### src/rtl/ecc_point_unit_if.sv
// Request/result bundle between the scalar-multiply controller and ecc_point_unit.
// o_err is present only when ECC_PT_CHECK_EN is defined.
interface ecc_point_unit_if #(
    parameter int WIDTH = 4
);
    logic             i_start;
    logic [WIDTH-1:0] i_a;
    logic [WIDTH-1:0] i_prime;
    logic [WIDTH-1:0] i_x1;
    logic [WIDTH-1:0] i_y1;
    logic             i_inf1;
    logic [WIDTH-1:0] i_x2;
    logic [WIDTH-1:0] i_y2;
    logic             i_inf2;
    logic             o_busy;
    logic             o_done;
    logic [WIDTH-1:0] o_x3;
    logic [WIDTH-1:0] o_y3;
    logic             o_inf3;
`ifdef ECC_PT_CHECK_EN
    logic             o_err;

    modport master (output i_start, i_a, i_prime, i_x1, i_y1, i_inf1, i_x2, i_y2, i_inf2,
                    input  o_busy, o_done, o_x3, o_y3, o_inf3, o_err);
    modport slave  (input  i_start, i_a, i_prime, i_x1, i_y1, i_inf1, i_x2, i_y2, i_inf2,
                    output o_busy, o_done, o_x3, o_y3, o_inf3, o_err);
`else
    modport master (output i_start, i_a, i_prime, i_x1, i_y1, i_inf1, i_x2, i_y2, i_inf2,
                    input  o_busy, o_done, o_x3, o_y3, o_inf3);
    modport slave  (input  i_start, i_a, i_prime, i_x1, i_y1, i_inf1, i_x2, i_y2, i_inf2,
                    output o_busy, o_done, o_x3, o_y3, o_inf3);
`endif
endinterface

### src/rtl/ecc_point_unit.sv
// Sequential GF(p) point add/double engine built around one bit-serial modular multiplier.
// Define ECC_PT_CHECK_EN to add operand range checking and the o_err result flag.
module ecc_point_unit #(
    parameter int WIDTH = 4
) (
    input  logic            i_clk,
    input  logic            i_rst,
    ecc_point_unit_if.slave bus
);
    localparam int             CW       = (WIDTH > 1) ? $clog2(WIDTH) : 1;
    localparam logic [CW-1:0]  LAST_IDX = CW'(WIDTH - 1);
    localparam logic [CW-1:0]  CNT_ONE  = CW'(1);
    localparam logic [CW-1:0]  CNT_ZERO = CW'(0);
    localparam logic [WIDTH-1:0] ZERO_W = WIDTH'(0);
    localparam logic [WIDTH-1:0] ONE_W  = WIDTH'(1);
    localparam logic [WIDTH-1:0] TWO_W  = WIDTH'(2);

    typedef enum logic [2:0] {ST_IDLE, ST_CLASSIFY, ST_MM_SETUP, ST_MM_ITER, ST_DONE} state_t;
    typedef enum logic [2:0] {PH_SQ1, PH_INV_SQ, PH_INV_MUL, PH_LAM, PH_X3, PH_Y3} phase_t;

    function automatic logic [WIDTH-1:0] mod_add(input logic [WIDTH-1:0] x, input logic [WIDTH-1:0] y,
                                                 input logic [WIDTH-1:0] p);
        logic [WIDTH:0] s;
        s = {1'b0, x} + {1'b0, y};
        if (s >= {1'b0, p}) s = s - {1'b0, p};
        else                s = s;
        return s[WIDTH-1:0];
    endfunction

    function automatic logic [WIDTH-1:0] mod_sub(input logic [WIDTH-1:0] x, input logic [WIDTH-1:0] y,
                                                 input logic [WIDTH-1:0] p);
        logic [WIDTH:0] s;
        if (x >= y) s = {1'b0, x} - {1'b0, y};
        else        s = {1'b0, x} + {1'b0, p} - {1'b0, y};
        return s[WIDTH-1:0];
    endfunction

    // One MSB-first step: acc <- 2*acc (+ a when the multiplier bit is set), kept below p.
    function automatic logic [WIDTH-1:0] mm_step(input logic [WIDTH-1:0] acc, input logic [WIDTH-1:0] a,
                                                 input logic b_bit, input logic [WIDTH-1:0] p);
        logic [WIDTH-1:0] d;
        d = mod_add(acc, acc, p);
        if (b_bit) return mod_add(d, a, p);
        else       return d;
    endfunction

    state_t           state_r, state_next_s;
    phase_t           phase_r;
    logic [WIDTH-1:0] a_r, p_r, x1_r, y1_r, x2_r, y2_r;
    logic             inf1_r, inf2_r;
    logic [WIDTH-1:0] num_r, den_r, inv_r, lam_r, x3_r;
    logic [WIDTH-1:0] mm_a_r, mm_b_r, acc_r;
    logic [CW-1:0]    cnt_r, ebit_r;
    logic [WIDTH-1:0] out_x_r, out_y_r;
    logic             out_inf_r, busy_r, done_r;
    logic [WIDTH-1:0] acc_next_s, opa_s, opb_s, exp_s;
    logic             chk_flag_s, ld_out_s, res_inf_s;
    logic [WIDTH-1:0] res_x_s, res_y_s;

    assign acc_next_s = mm_step(acc_r, mm_a_r, mm_b_r[cnt_r], p_r);
    assign exp_s      = p_r - TWO_W;

`ifdef ECC_PT_CHECK_EN
    localparam logic [WIDTH-1:0] THREE_W = WIDTH'(3);
    logic err_r, res_err_s;
    assign chk_flag_s = (p_r < THREE_W) || (a_r >= p_r) ||
                        (!inf1_r && ((x1_r >= p_r) || (y1_r >= p_r))) ||
                        (!inf2_r && ((x2_r >= p_r) || (y2_r >= p_r)));
    assign bus.o_err  = err_r;
`else
    assign chk_flag_s = 1'b0;
`endif

    // Multiplier operand selection for the current phase
    always_comb begin
        opa_s = inv_r;
        opb_s = inv_r;
        case (phase_r)
            PH_SQ1:     begin opa_s = x1_r;  opb_s = x1_r;  end
            PH_INV_SQ:  begin opa_s = inv_r; opb_s = inv_r; end
            PH_INV_MUL: begin opa_s = inv_r; opb_s = den_r; end
            PH_LAM:     begin opa_s = num_r; opb_s = inv_r; end
            PH_X3:      begin opa_s = lam_r; opb_s = lam_r; end
            PH_Y3:      begin opa_s = lam_r; opb_s = mod_sub(x1_r, x3_r, p_r); end
            default:    begin opa_s = inv_r; opb_s = inv_r; end
        endcase
    end

    // Next-state decode plus the result to load when entering DONE
    always_comb begin
        state_next_s = state_r;
        ld_out_s     = 1'b0;
        res_x_s      = ZERO_W;
        res_y_s      = ZERO_W;
        res_inf_s    = 1'b0;
`ifdef ECC_PT_CHECK_EN
        res_err_s    = 1'b0;
`endif
        case (state_r)
            ST_IDLE: begin
                if (bus.i_start) state_next_s = ST_CLASSIFY;
                else             state_next_s = ST_IDLE;
            end
            ST_CLASSIFY: begin
                if (chk_flag_s) begin
                    state_next_s = ST_DONE;
                    ld_out_s     = 1'b1;
                    res_inf_s    = 1'b1;
`ifdef ECC_PT_CHECK_EN
                    res_err_s    = 1'b1;
`endif
                end else if (inf1_r) begin
                    state_next_s = ST_DONE;
                    ld_out_s     = 1'b1;
                    res_x_s      = x2_r;
                    res_y_s      = y2_r;
                    res_inf_s    = inf2_r;
                end else if (inf2_r) begin
                    state_next_s = ST_DONE;
                    ld_out_s     = 1'b1;
                    res_x_s      = x1_r;
                    res_y_s      = y1_r;
                end else if ((x1_r == x2_r) && ((y1_r != y2_r) || (y1_r == ZERO_W))) begin
                    state_next_s = ST_DONE;
                    ld_out_s     = 1'b1;
                    res_inf_s    = 1'b1;
                end else begin
                    state_next_s = ST_MM_SETUP;
                end
            end
            ST_MM_SETUP: state_next_s = ST_MM_ITER;
            ST_MM_ITER: begin
                if (cnt_r != CNT_ZERO) begin
                    state_next_s = ST_MM_ITER;
                end else if (phase_r == PH_Y3) begin
                    state_next_s = ST_DONE;
                    ld_out_s     = 1'b1;
                    res_x_s      = x3_r;
                    res_y_s      = mod_sub(acc_next_s, y1_r, p_r);
                end else begin
                    state_next_s = ST_MM_SETUP;
                end
            end
            ST_DONE:  state_next_s = ST_IDLE;
            default:  state_next_s = ST_IDLE;
        endcase
    end

    // State register
    always_ff @(posedge i_clk) begin
        if (i_rst) state_r <= ST_IDLE;
        else       state_r <= state_next_s;
    end

    // Operand capture, multiplier iterations and folding of each product into the next phase
    always_ff @(posedge i_clk) begin
        if (i_rst) begin
            phase_r <= PH_SQ1;
            a_r <= ZERO_W;  p_r <= ZERO_W;  x1_r <= ZERO_W; y1_r <= ZERO_W;
            x2_r <= ZERO_W; y2_r <= ZERO_W; inf1_r <= 1'b0; inf2_r <= 1'b0;
            num_r <= ZERO_W; den_r <= ZERO_W; inv_r <= ZERO_W; lam_r <= ZERO_W; x3_r <= ZERO_W;
            mm_a_r <= ZERO_W; mm_b_r <= ZERO_W; acc_r <= ZERO_W;
            cnt_r <= CNT_ZERO; ebit_r <= CNT_ZERO;
        end else begin
            case (state_r)
                ST_IDLE: begin
                    if (bus.i_start) begin
                        a_r  <= bus.i_a;  p_r  <= bus.i_prime;
                        x1_r <= bus.i_x1; y1_r <= bus.i_y1; inf1_r <= bus.i_inf1;
                        x2_r <= bus.i_x2; y2_r <= bus.i_y2; inf2_r <= bus.i_inf2;
                    end
                end
                ST_CLASSIFY: begin
                    inv_r  <= ONE_W;
                    ebit_r <= LAST_IDX;
                    if (x1_r == x2_r) begin
                        phase_r <= PH_SQ1;
                        den_r   <= mod_add(y1_r, y1_r, p_r);
                    end else begin
                        phase_r <= PH_INV_SQ;
                        num_r   <= mod_sub(y2_r, y1_r, p_r);
                        den_r   <= mod_sub(x2_r, x1_r, p_r);
                    end
                end
                ST_MM_SETUP: begin
                    mm_a_r <= opa_s;
                    mm_b_r <= opb_s;
                    acc_r  <= ZERO_W;
                    cnt_r  <= LAST_IDX;
                end
                ST_MM_ITER: begin
                    acc_r <= acc_next_s;
                    cnt_r <= cnt_r - CNT_ONE;
                    if (cnt_r == CNT_ZERO) begin
                        case (phase_r)
                            PH_SQ1: begin
                                num_r   <= mod_add(mod_add(mod_add(acc_next_s, acc_next_s, p_r),
                                                           acc_next_s, p_r), a_r, p_r);
                                phase_r <= PH_INV_SQ;
                            end
                            PH_INV_SQ: begin
                                inv_r   <= acc_next_s;
                                phase_r <= PH_INV_MUL;
                            end
                            PH_INV_MUL: begin
                                if (exp_s[ebit_r]) inv_r <= acc_next_s;
                                if (ebit_r == CNT_ZERO) begin
                                    phase_r <= PH_LAM;
                                end else begin
                                    ebit_r  <= ebit_r - CNT_ONE;
                                    phase_r <= PH_INV_SQ;
                                end
                            end
                            PH_LAM: begin
                                lam_r   <= acc_next_s;
                                phase_r <= PH_X3;
                            end
                            PH_X3: begin
                                x3_r    <= mod_sub(mod_sub(acc_next_s, x1_r, p_r), x2_r, p_r);
                                phase_r <= PH_Y3;
                            end
                            default: phase_r <= phase_r;
                        endcase
                    end
                end
                default: phase_r <= phase_r;
            endcase
        end
    end

    // Registered handshake and result outputs
    always_ff @(posedge i_clk) begin
        if (i_rst) begin
            busy_r <= 1'b0; done_r <= 1'b0; out_inf_r <= 1'b0;
            out_x_r <= ZERO_W; out_y_r <= ZERO_W;
`ifdef ECC_PT_CHECK_EN
            err_r <= 1'b0;
`endif
        end else begin
            done_r <= (state_next_s == ST_DONE);
            busy_r <= (state_next_s != ST_IDLE) && (state_next_s != ST_DONE);
            if (ld_out_s) begin
                out_x_r   <= res_x_s;
                out_y_r   <= res_y_s;
                out_inf_r <= res_inf_s;
            end
`ifdef ECC_PT_CHECK_EN
            if ((state_r == ST_IDLE) && bus.i_start) err_r <= 1'b0;
            else if (ld_out_s)                       err_r <= res_err_s;
`endif
        end
    end

    assign bus.o_busy = busy_r;
    assign bus.o_done = done_r;
    assign bus.o_x3   = out_x_r;
    assign bus.o_y3   = out_y_r;
    assign bus.o_inf3 = out_inf_r;
endmodule

### src/flat_wrapper.sv
// flat-port wrapper written by rule: the top's interface ports become plain ports
module ecc_point_unit_flat 
#(
    parameter int WIDTH = 4
)
  (i_clk, i_rst, bus_i_start, bus_i_a, bus_i_prime, bus_i_x1, bus_i_y1, bus_i_inf1, bus_i_x2, bus_i_y2, bus_i_inf2, bus_o_busy, bus_o_done, bus_o_x3, bus_o_y3, bus_o_inf3);
  ecc_point_unit_if #(.WIDTH(WIDTH)) bus_i ();
  input  logic i_clk;
  input  logic i_rst;
  input wire logic [$bits(bus_i.i_start)-1:0] bus_i_start;
  input wire logic [$bits(bus_i.i_a)-1:0] bus_i_a;
  input wire logic [$bits(bus_i.i_prime)-1:0] bus_i_prime;
  input wire logic [$bits(bus_i.i_x1)-1:0] bus_i_x1;
  input wire logic [$bits(bus_i.i_y1)-1:0] bus_i_y1;
  input wire logic [$bits(bus_i.i_inf1)-1:0] bus_i_inf1;
  input wire logic [$bits(bus_i.i_x2)-1:0] bus_i_x2;
  input wire logic [$bits(bus_i.i_y2)-1:0] bus_i_y2;
  input wire logic [$bits(bus_i.i_inf2)-1:0] bus_i_inf2;
  output wire logic [$bits(bus_i.o_busy)-1:0] bus_o_busy;
  output wire logic [$bits(bus_i.o_done)-1:0] bus_o_done;
  output wire logic [$bits(bus_i.o_x3)-1:0] bus_o_x3;
  output wire logic [$bits(bus_i.o_y3)-1:0] bus_o_y3;
  output wire logic [$bits(bus_i.o_inf3)-1:0] bus_o_inf3;
  assign bus_i.i_start = bus_i_start;
  assign bus_i.i_a = bus_i_a;
  assign bus_i.i_prime = bus_i_prime;
  assign bus_i.i_x1 = bus_i_x1;
  assign bus_i.i_y1 = bus_i_y1;
  assign bus_i.i_inf1 = bus_i_inf1;
  assign bus_i.i_x2 = bus_i_x2;
  assign bus_i.i_y2 = bus_i_y2;
  assign bus_i.i_inf2 = bus_i_inf2;
  assign bus_o_busy = bus_i.o_busy;
  assign bus_o_done = bus_i.o_done;
  assign bus_o_x3 = bus_i.o_x3;
  assign bus_o_y3 = bus_i.o_y3;
  assign bus_o_inf3 = bus_i.o_inf3;
  ecc_point_unit #(.WIDTH(WIDTH)) u_core (.i_clk(i_clk), .i_rst(i_rst), .bus(bus_i));
endmodule
### config.mk
export PLATFORM = sky130hd
export DESIGN_NAME = ecc_point_unit_flat
export DESIGN_NICKNAME = d
export VERILOG_FILES = /design/src/rtl/ecc_point_unit_if.sv /design/src/rtl/ecc_point_unit.sv /design/src/flat_wrapper.sv
export SDC_FILE = /design/constraint.sdc
export NUM_CORES = 1
export LEC_CHECK = 0
export CAP_MARGIN = 20
export CORE_ASPECT_RATIO = 1.5
export CORE_MARGIN = 5
export CORE_UTILIZATION = 55
export DETAILED_ROUTE_END_ITERATION = 6
export GPL_TIMING_DRIVEN = 0
export PLACE_DENSITY = 0.84
export REMOVE_ABC_BUFFERS = 1
export SETUP_SLACK_MARGIN = 0.3
export SLEW_MARGIN = 10
export SYNTH_ARGS = -nofsm -noshare
export SYNTH_HDL_FRONTEND = slang
export SYNTH_SLANG_ARGS = --single-unit
### constraint.sdc
create_clock -name i_clk -period 13.02 [get_ports i_clk]
set_input_delay 1.953 -clock i_clk [delete_from_list [all_inputs] [get_ports i_clk]]
set_output_delay 1.953 -clock i_clk [all_outputs]
set_load 0.01 [all_outputs]
==> results.tsv, run 1 <==
metric	value	unit
status	finished clean	
Setup TNS	0	ps
Yosys top cell area share	22.3	%
H-Tree Level Count	3	
Final Util	61.7	%
mapped cell area	0.00711	mm2
synth unique cells	65	
Switch Pwr	0.716	mW
crit path launch type	register	
Clk pin slew, worst setup/hold paths	60	ps
internal power	0.917	mW
CP peak stage delay	710	ps
Ys Warns	0	
FF+latch count, synth	79	
Max transition margin	38.5	%
number of diodes	0	
routability congestion estimate from global placement	0.916	
antenna viol nets, final	0	
die area	0.0153	mm2
CP most frequent cell	ha_1	
ys flop type	dfxtp_1	
Mapped Cells	866	
Crit Path Category	register to register	
CP endpoint kind	register	
CTS max path bufs	2	
CP Capture Point	u_core.num_r[1]	
setup repair bufs after CTS	0	
Post-synth top cells	nand2_1 (99), ha_1 (89), inv_1 (88)	
gr usage total	24.9	%
drt first-iter violations	380	
Layout Nets	1038	
fin crit share	89.7	%
Ports	40	
final hold slack	454	ps
Sw Share	43.9	%
count leader, synth	nand2_1	
crit path max fanout	14	
maximum number of pins on one net before global-route repair	78	
EDFF count, synth	0	
Worst Tran Pin Value	921	ps
starting density of the core	55.4	%
Via density	5.99	
CTS tree	done	
sequential share of power	17.8	%
skew final	5.90	ps
Reg2Reg Setup Slack	1350	ps
worst r2r src	u_core.p_r[1]	
Comb power frac	65.9	%
row count	51	
top cells by area, synth	dfxtp_1 (22%), ha_1 (16%), fa_1 (8.5%)	
unrepaired setup endpoints after global routing	no	
# hold bufs at CTS	0	
synthesized area per cell	8.21	um2
width of the die	103	um
post-synth top area cell	dfxtp_1	
ys async rst share	0	%
WL final	18100	um
final total power	1.63	mW
port bufs	39	
Slew Viols, Final	0	
Fill cells	1079	
minimum clock period	11670	ps
Detailed Place HPWL	13600	um
post_cts resized	0	
vias	6309	
Crit. Startpoint	u_core.p_r[1]	
antenna violations before repair	0	
global route overflow	0	
TritonRoute pass-1 iters	5	
drt wl/cell	17.2	um
DRC viols	0	
worst skew pair latency	350	ps
first-pass GRT wire length	30200	um
area grow syn2layout	11.4	%
Hold Crit Class	register to register	
Peak supply drop	0.000182	V
Final Setup Violations	0	
core area	0.0128	mm2
Seq/Total Area, Yosys	22.3	%
RR Endpoint	u_core.num_r[1]	
Worst R2R Path Depth	46	
clock power share	16.3	%
layout cells sized above 1	4.69	%
Fmax	85.7	MHz
CP max-delay cell	dfxtp_1	
clock root buffer	clkbuf_16	
MaxCap Viol Count	0	
P per Cell Area	206	mW/mm2
leak pwr	3.28	nW
Die Y	149	um
WP data required	13210	ps
Crit path arrival time	11870	ps
vias in the first global route	6409	
CTS Sinks	79	
clock buffer count from CTS	9	
Final Hold Viols	0	
==> worst min path at each step <==
stage	cells after the start	start	slack [ps]	to
2_1_floorplan	2	u_core.mm_b_r[2]	420	u_core.mm_b_r[2]
4_1_cts	2	u_core.mm_b_r[2]	460	u_core.mm_b_r[2]
6_report	2	u_core.mm_b_r[2]	450	u_core.mm_b_r[2]
3_5_place_dp	2	u_core.mm_b_r[2]	450	u_core.mm_b_r[2]
5_1_grt	2	u_core.a_r[3]	480	u_core.a_r[3]
3_3_place_gp	2	u_core.mm_b_r[0]	440	u_core.mm_b_r[0]
==> worst max-delay path, delay by kind of cell (launching register included) <==
family	cells	cell delay, ps
muxes	5	1780
buffers and inverters	9	1350
and+or+nand+nor	9	1460
DFF	1	710
AOI/OAI and AO/OA	11	2590
xor gates and xnor gates	1	200
adders and majority gates	11	3410
==> placed cells by master, fill, tap and decap left out, drive strengths merged, types with 4 or more instances in the layout <==
cell           count
buf                6
nand3             13
dfxtp             79
a211oi             7
clkdlybuf4s50     38
a221oi             7
nand2b            12
a21o              25
mux2i             29
o22ai              5
xor2              12
nor2              67
a22oi             11
nand2             99
xnor2             34
nor2b             14
and2               4
a31oi              7
mux2              13
inv               88
o21ai             35
nor3              13
clkbuf            14
a21oi             86
ha                89
o211ai             5
fa                30
==> stage by stage <==
step | worst slack [ps] | std cells | area (um2)
after floorplan | 2780 | 835 | 6980
after global placement | 1030 | 1033 | 7560
after detailed placement | 1480 | 1038 | 7610
after CTS | 1350 | 1054 | 7920
after global routing | 603 | 1054 | 7920
final | 1350 | 1054 | 7920
==> flip-flops by register name, summed over array words and instances, names as in the netlist, 2 cells and up <==
register and flops:
u_core.p_r 4, u_core.cnt_r 2, u_core.bus.o_y3 4, u_core.x2_r 4, u_core.mm_a_r 4, u_core.state_r 3
u_core.ebit_r 2, u_core.inv_r 4, u_core.num_r 4, u_core.mm_b_r 4, u_core.x1_r 4, u_core.y1_r 4
u_core.den_r 4, u_core.y2_r 4, u_core.bus.o_x3 4, u_core.a_r 4, u_core.x3_r 4, u_core.acc_r 4
u_core.lam_r 4, u_core.phase_r 3
==> power by group through the flow <==
| stage | combinational (mW) | sequential (mW) | clock, mW |
|---|---|---|---|
| detailed placement | 1.05 | 0.296 | 0 |
| floorplan | 0.838 | 0.286 | 0 |
| global placement | 1.02 | 0.295 | 0 |
| CTS | 1.07 | 0.291 | 0.268 |
| finish | 1.08 | 0.291 | 0.266 |
| global route | 1.21 | 0.294 | 0.279 |
==> cell families after synthesis <==
logic type	after synthesis	synth area share [%]
flip-flops	79	22.3
XOR/XNOR	46	5.67
AO/OA/AOI/OAI	218	19.4
AND/OR/NAND/NOR	241	15.2
buffers and inverters	119	6.50
adder cells (fa/ha/maj)	119	24.1
multiplexers	44	6.83
==> metal layers <==
metal	part of all wire, %	global-route usage, %	up-vias
met3	5.1	3.88	69
met4	5.5	14.6	0
li1	-	-	3060
met2	50	42.3	212
met5	0	0	-
met1	39	28.9	2968
==> final cells by class <==
| class | instances | area, um2 | share of cell area, % |
|---|---|---|---|
| Sequential cell | 79 | 1580 | 20.0 |
| Clock inverter | 2 | 37.5 | 0.474 |
| Tap cell | 159 | 199 | 2.51 |
| Timing Repair Buffer | 44 | 427 | 5.39 |
| Clock buffer | 14 | 274 | 3.46 |
| Multi-Input combinational cell | 668 | 5070 | 64.0 |
| Inverter | 88 | 330 | 4.17 |
Power figures use the tool's default switching activity.
==> run 2, diff against run 1 <==
--- a/config.mk
+++ b/config.mk
@@ -8,10 +8,10 @@
 export CAP_MARGIN = 20
 export CORE_ASPECT_RATIO = 1.5
 export CORE_MARGIN = 5
-export CORE_UTILIZATION = 55
+export CORE_UTILIZATION = 35
 export DETAILED_ROUTE_END_ITERATION = 6
 export GPL_TIMING_DRIVEN = 0
-export PLACE_DENSITY = 0.84
+export PLACE_DENSITY = 0.61
 export REMOVE_ABC_BUFFERS = 1
 export SETUP_SLACK_MARGIN = 0.3
 export SLEW_MARGIN = 10
==> run 2 against run 1 <==
Net effect: sequential power barely moved; critical endpoint unchanged; sequential cell count stayed put; critical path depth down 2; maximum frequency rose by 0.54%; non-clock buffer count unchanged; setup slack improved by 62 ps.
==> results.tsv, run 2 (synthesis gave the netlist of run 1 again) <==
metric	value	unit
MaxCap Viol Count	0	
layout cells sized above 1	4.92	%
routability congestion estimate from global placement	0.843	
leak pwr	3.28	nW
setup repair bufs after CTS	0	
Reg2Reg Setup Slack	1410	ps
WP data required	13220	ps
worst hold path endpoint	u_core.mm_b_r[1]	
DP Worst Slack	1520	ps
Layout Nets	1038	
Crit path arrival time	11810	ps
row count	64	
area grow syn2layout	13.2	%
Die Y	185	um
Clk pin slew, worst setup/hold paths	60	ps
P per Cell Area	201	mW/mm2
antenna violations before repair	0	
Peak supply drop	0.000146	V
status	finished clean	
CP max-delay cell	dfxtp_1	
Crit Path Category	register to register	
Fill cells	2073	
vias in the first global route	6078	
post_cts resized	0	
gr usage total	16.7	%
CP endpoint kind	register	
Final Setup Violations	0	
most frequent cells in the layout	nand2_1 (99), ha_1 (89), inv_1 (88), a21oi_1 (84), dfxtp_1 (79)	
Via density	5.24	
crit path launch type	register	
final worst slack	1410	ps
number of diodes	0	
# hold bufs at CTS	0	
hold depth	2	
worst skew pair latency	350	ps
register area	0.00158	mm2
Worst Tran Pin Value	983	ps
CTS max path bufs	2	
port bufs	39	
worst r2r src	u_core.p_r[1]	
CP peak stage delay	710	ps
multi-input logic area	0.00507	mm2
first-pass GRT wire length	31300	um
CP most frequent cell	ha_1	
WL final	19200	um
vias	6071	
starting density of the core	35.2	%
Fmax	86.1	MHz
Hold Crit Class	register to register	
Final Hold Viols	0	
drt first-iter violations	296	
clock buffer count from CTS	9	
skew final	6.78	ps
unrepaired setup endpoints after global routing	no	
CTS tree	done	
H-Tree Level Count	3	
Worst R2R Path Depth	44	
most common library cell in the layout ignoring fill and taps	nand2_1	
global route overflow	0	
minimum clock period	11610	ps
crit path max fanout	14	
CTS Sinks	79	
drt wl/cell	16.6	um
width of the die	126	um
maximum number of pins on one net before global-route repair	78	
Max transition margin	34.4	%
Slew Viols, Final	0	
die area	0.0233	mm2
TritonRoute pass-1 iters	5	
Setup TNS	0	ps
DRC viols	0	
core area	0.0202	mm2
hold path startpoint	u_core.mm_b_r[1]	
clock root buffer	clkbuf_16	
Detailed Place HPWL	14600	um
RR Endpoint	u_core.num_r[1]	
antenna viol nets, final	0	
Ports	40	
fin crit share	89.2	%
[run 2: critical path, delay by kind of cell, from the launching register on]
family,cells,cell delay (ps)
and+or+nand+nor,8,1300
adders and majority gates,11,3540
AOI/OAI and AO/OA,11,2700
muxes,5,1820
buffers and inverters,8,1150
DFF,1,710
xor gates and xnor gates,1,210
[run 2: report_power, final]
| part | switching (mW) | internal, mW | leakage [nW] | total [mW] |
|---|---|---|---|---|
| sequential | 0.0305 | 0.262 | 0.643 | 0.292 |
| clock | 0.113 | 0.149 | 0.145 | 0.262 |
| combinational | 0.578 | 0.487 | 2.49 | 1.07 |
[run 2: how the worst max path moves through the flow]
stage	slack [ps]	end	depth (start not counted)	startpoint
floorplan	2780	u_core.num_r[1]	44	u_core.p_r[1]
global placement	830	u_core.num_r[1]	44	u_core.p_r[1]
detailed placement	1520	u_core.num_r[1]	44	u_core.p_r[1]
CTS	1440	u_core.num_r[1]	44	u_core.p_r[1]
global route	590	u_core.num_r[1]	44	u_core.p_r[1]
finish	1410	u_core.num_r[1]	44	u_core.p_r[1]
[run 2: routing by layer]
| metal | wire length, um | GRT usage, % |
|---|---|---|
| met5 | 0 | 0 |
| met4 | 638 | 7.43 |
| met3 | 461 | 1.33 |
| met2 | 10000 | 30.7 |
| met1 | 8100 | 19.7 |
[run 2: cell type report]
class | instances | share of cell area [%]
clock buffers | 9 | 2.80
clock inverters | 7 | 0.918
inverters | 88 | 4.11
multi-input cells | 668 | 63.0
flip-flops and latches | 79 | 19.7
well taps | 264 | 4.11
repair buffers | 44 | 5.38
[run 2: stage by stage]
step,utilization (%),power [mW],area [um2],std cells,hold slack [ps]
2_1_floorplan,-,1.12,6980,835,423
3_3_place_gp,38.1,1.33,7700,1138,440
3_5_place_dp,38.4,1.35,7740,1143,446
4_1_cts,39.9,1.63,8040,1159,455
5_1_grt,39.9,1.78,8040,1159,458
6_report,39.9,1.62,8040,1159,453
==> run 3, diff against run 2 <==
--- a/config.mk
+++ b/config.mk
@@ -6,7 +6,7 @@
 export NUM_CORES = 1
 export LEC_CHECK = 0
 export CAP_MARGIN = 20
-export CORE_ASPECT_RATIO = 1.5
+export CORE_ASPECT_RATIO = 0.75
 export CORE_MARGIN = 5
 export CORE_UTILIZATION = 35
 export DETAILED_ROUTE_END_ITERATION = 6
==> run 3 against run 2 <==
Net effect: first-iteration DRC count up 48%; via count down 0.35%; hold slack better by 1.2 ps; clock skew grew 0.62 ps; power rose by 0.74%; wire length down 0.55%; critical path depth unchanged; clock-buffer cell count is 2 higher; setup slack lost 230 ps; core utilization increased by 0.41 points; register-to-register slack lost 230 ps; maximum frequency fell by 1.9%; critical path type unchanged; critical endpoint unchanged.
==> results.tsv, run 3 (synthesis gave the netlist of run 1 again) <==
metric	value	unit
met3 usage	4.62	%
maximum number of pins on one net before global-route repair	78	
Detailed Place HPWL	14600	um
drt wl/cell	16.6	um
final worst slack	1180	ps
H-Tree Level Count	3	
Setup TNS	0	ps
clock power share	17.6	%
antenna violations before repair	1	
minimum clock period	11840	ps
starting density of the core	35.4	%
Clk pin slew, worst setup/hold paths	60	ps
Sw Share	43.4	%
setup repair bufs after CTS	0	
row count	45	
antenna viol nets, final	0	
Max transition margin	35.6	%
status	finished clean	
width of the die	175	um
Hold Crit Class	register to register	
routability congestion estimate from global placement	0.836	
clock root buffer	clkbuf_16	
WP data required	13250	ps
number of diodes	0	
unrepaired setup endpoints after global routing	no	
Final Hold Viols	0	
Slew Viols, Final	0	
port bufs	39	
vias in the first global route	5860	
final total power	1.63	mW
worst skew pair latency	360	ps
CTS tree	done	
Global Route met1 Usage	24.6	%
clock buffer count from CTS	9	
CTS Sinks	79	
sequential share of power	17.9	%
Peak supply drop	0.000159	V
Crit path arrival time	12070	ps
Crit Path Category	register to register	
Final Setup Violations	0	
most frequent cells in the layout	nand2_1 (99), ha_1 (89), inv_1 (88), a21oi_1 (84), dfxtp_1 (79)	
DRC viols	0	
internal power	0.923	mW
GR Util met2	24.4	%
CP peak stage delay	690	ps
WL final	19100	um
fin crit share	90.9	%
Switch Pwr	0.708	mW
vias	6050	
CTS max path bufs	2	
P per Cell Area	202	mW/mm2
area grow syn2layout	13.9	%
Comb power frac	64.5	%
TritonRoute pass-1 iters	5	
core area	0.0201	mm2
gr busiest metal	met1	
DP Worst Slack	1020	ps
Die Y	133	um
die area	0.0233	mm2
skew final	7.39	ps
crit path max fanout	14	
Fill cells	2053	
Buf+Inv Stages, Crit Path	8	
CP max-delay cell	dfxtp_1	
layout cells sized above 1	4.92	%
Ports	40	
leak pwr	3.30	nW
CP most frequent cell	ha_1	
Worst Tran Pin Value	958	ps
CP endpoint kind	register	
Crit path max-delay family	adder cells	
crit path launch type	register	
first-pass GRT wire length	31100	um
drt first-iter violations	438	
Fmax	84.5	MHz
gr usage total	16.8	%
Via density	5.25	
most common library cell in the layout ignoring fill and taps	nand2_1	
global route overflow	0	
Layout Nets	1038	
MaxCap Viol Count	0	
[run 3: changes by cell type in the layout (fill, tap and decap cells not counted)]
cell       before  now
mux2i_1        29   28
buf_16          0    1
clkbuf_1        0    1
clkinv_4        3    1
buf_4           5    4
clkbuf_8        0    1
clkinv_2        2    1
bufinv_16       1    2
mux2i_4         0    1
[run 3: power by group through the flow]
stage	logic (mW)	clock network, mW	registers [mW]
finish	1.05	0.287	0.293
global route	1.19	0.302	0.296
CTS	1.05	0.293	0.292
detailed placement	1.04	0	0.297
global placement	1.02	0	0.297
floorplan	0.838	0	0.286
[run 3: through the flow]
step / hold WS (ps) / cells / utilization [%] / cell area, um2
2_1_floorplan: 423 / 835 / - / 6980
3_3_place_gp: 441 / 1132 / 38.3 / 7690
3_5_place_dp: 447 / 1137 / 38.6 / 7760
4_1_cts: 456 / 1153 / 40.2 / 8090
5_1_grt: 477 / 1153 / 40.3 / 8090
6_report: 454 / 1153 / 40.3 / 8090
[run 3: area by class of cell]
class / instances / area (um2) / area share [%]
Clock buffer: 11 / 243 / 3.00
Timing Repair Buffer: 44 / 453 / 5.60
Clock inverter: 5 / 81.3 / 1.00
Multi-Input combinational cell: 668 / 5080 / 62.8
Inverter: 88 / 330 / 4.08
Tap cell: 258 / 323 / 3.99
Sequential cell: 79 / 1580 / 19.5
[run 3: path summary, 6_finish.rpt]
path	startpoint	endpoint	depth (start not counted)	slack [ps]
worst max register to register	u_core.p_r[1]	u_core.num_r[1]	44	1180
worst min register to register	u_core.den_r[3]	u_core.den_r[3]	2	450
worst max-delay path	u_core.p_r[1]	u_core.num_r[1]	44	1180
worst min-delay path	u_core.den_r[3]	u_core.den_r[3]	2	450
[run 3: what timing repair did]
action	4_1_cts	5_1_grt
endpoints found under the setup margin	0	1
hold buffers	0	0
resized for setup	0	1
[run 3: tightest hold or removal path, delay by kind of cell (launching register included)]
kind,cells,cell delay [ps]
AOI/OAI and AO/OA,1,50
DFF,1,310
and+or+nand+nor,1,50
[run 3: routing by layer]
metal	part of all wire, %	up-vias
li1	-	3064
met3	4.9	29
met5	0.10	-
met4	1.6	2
met1	53	2844
met2	41	111
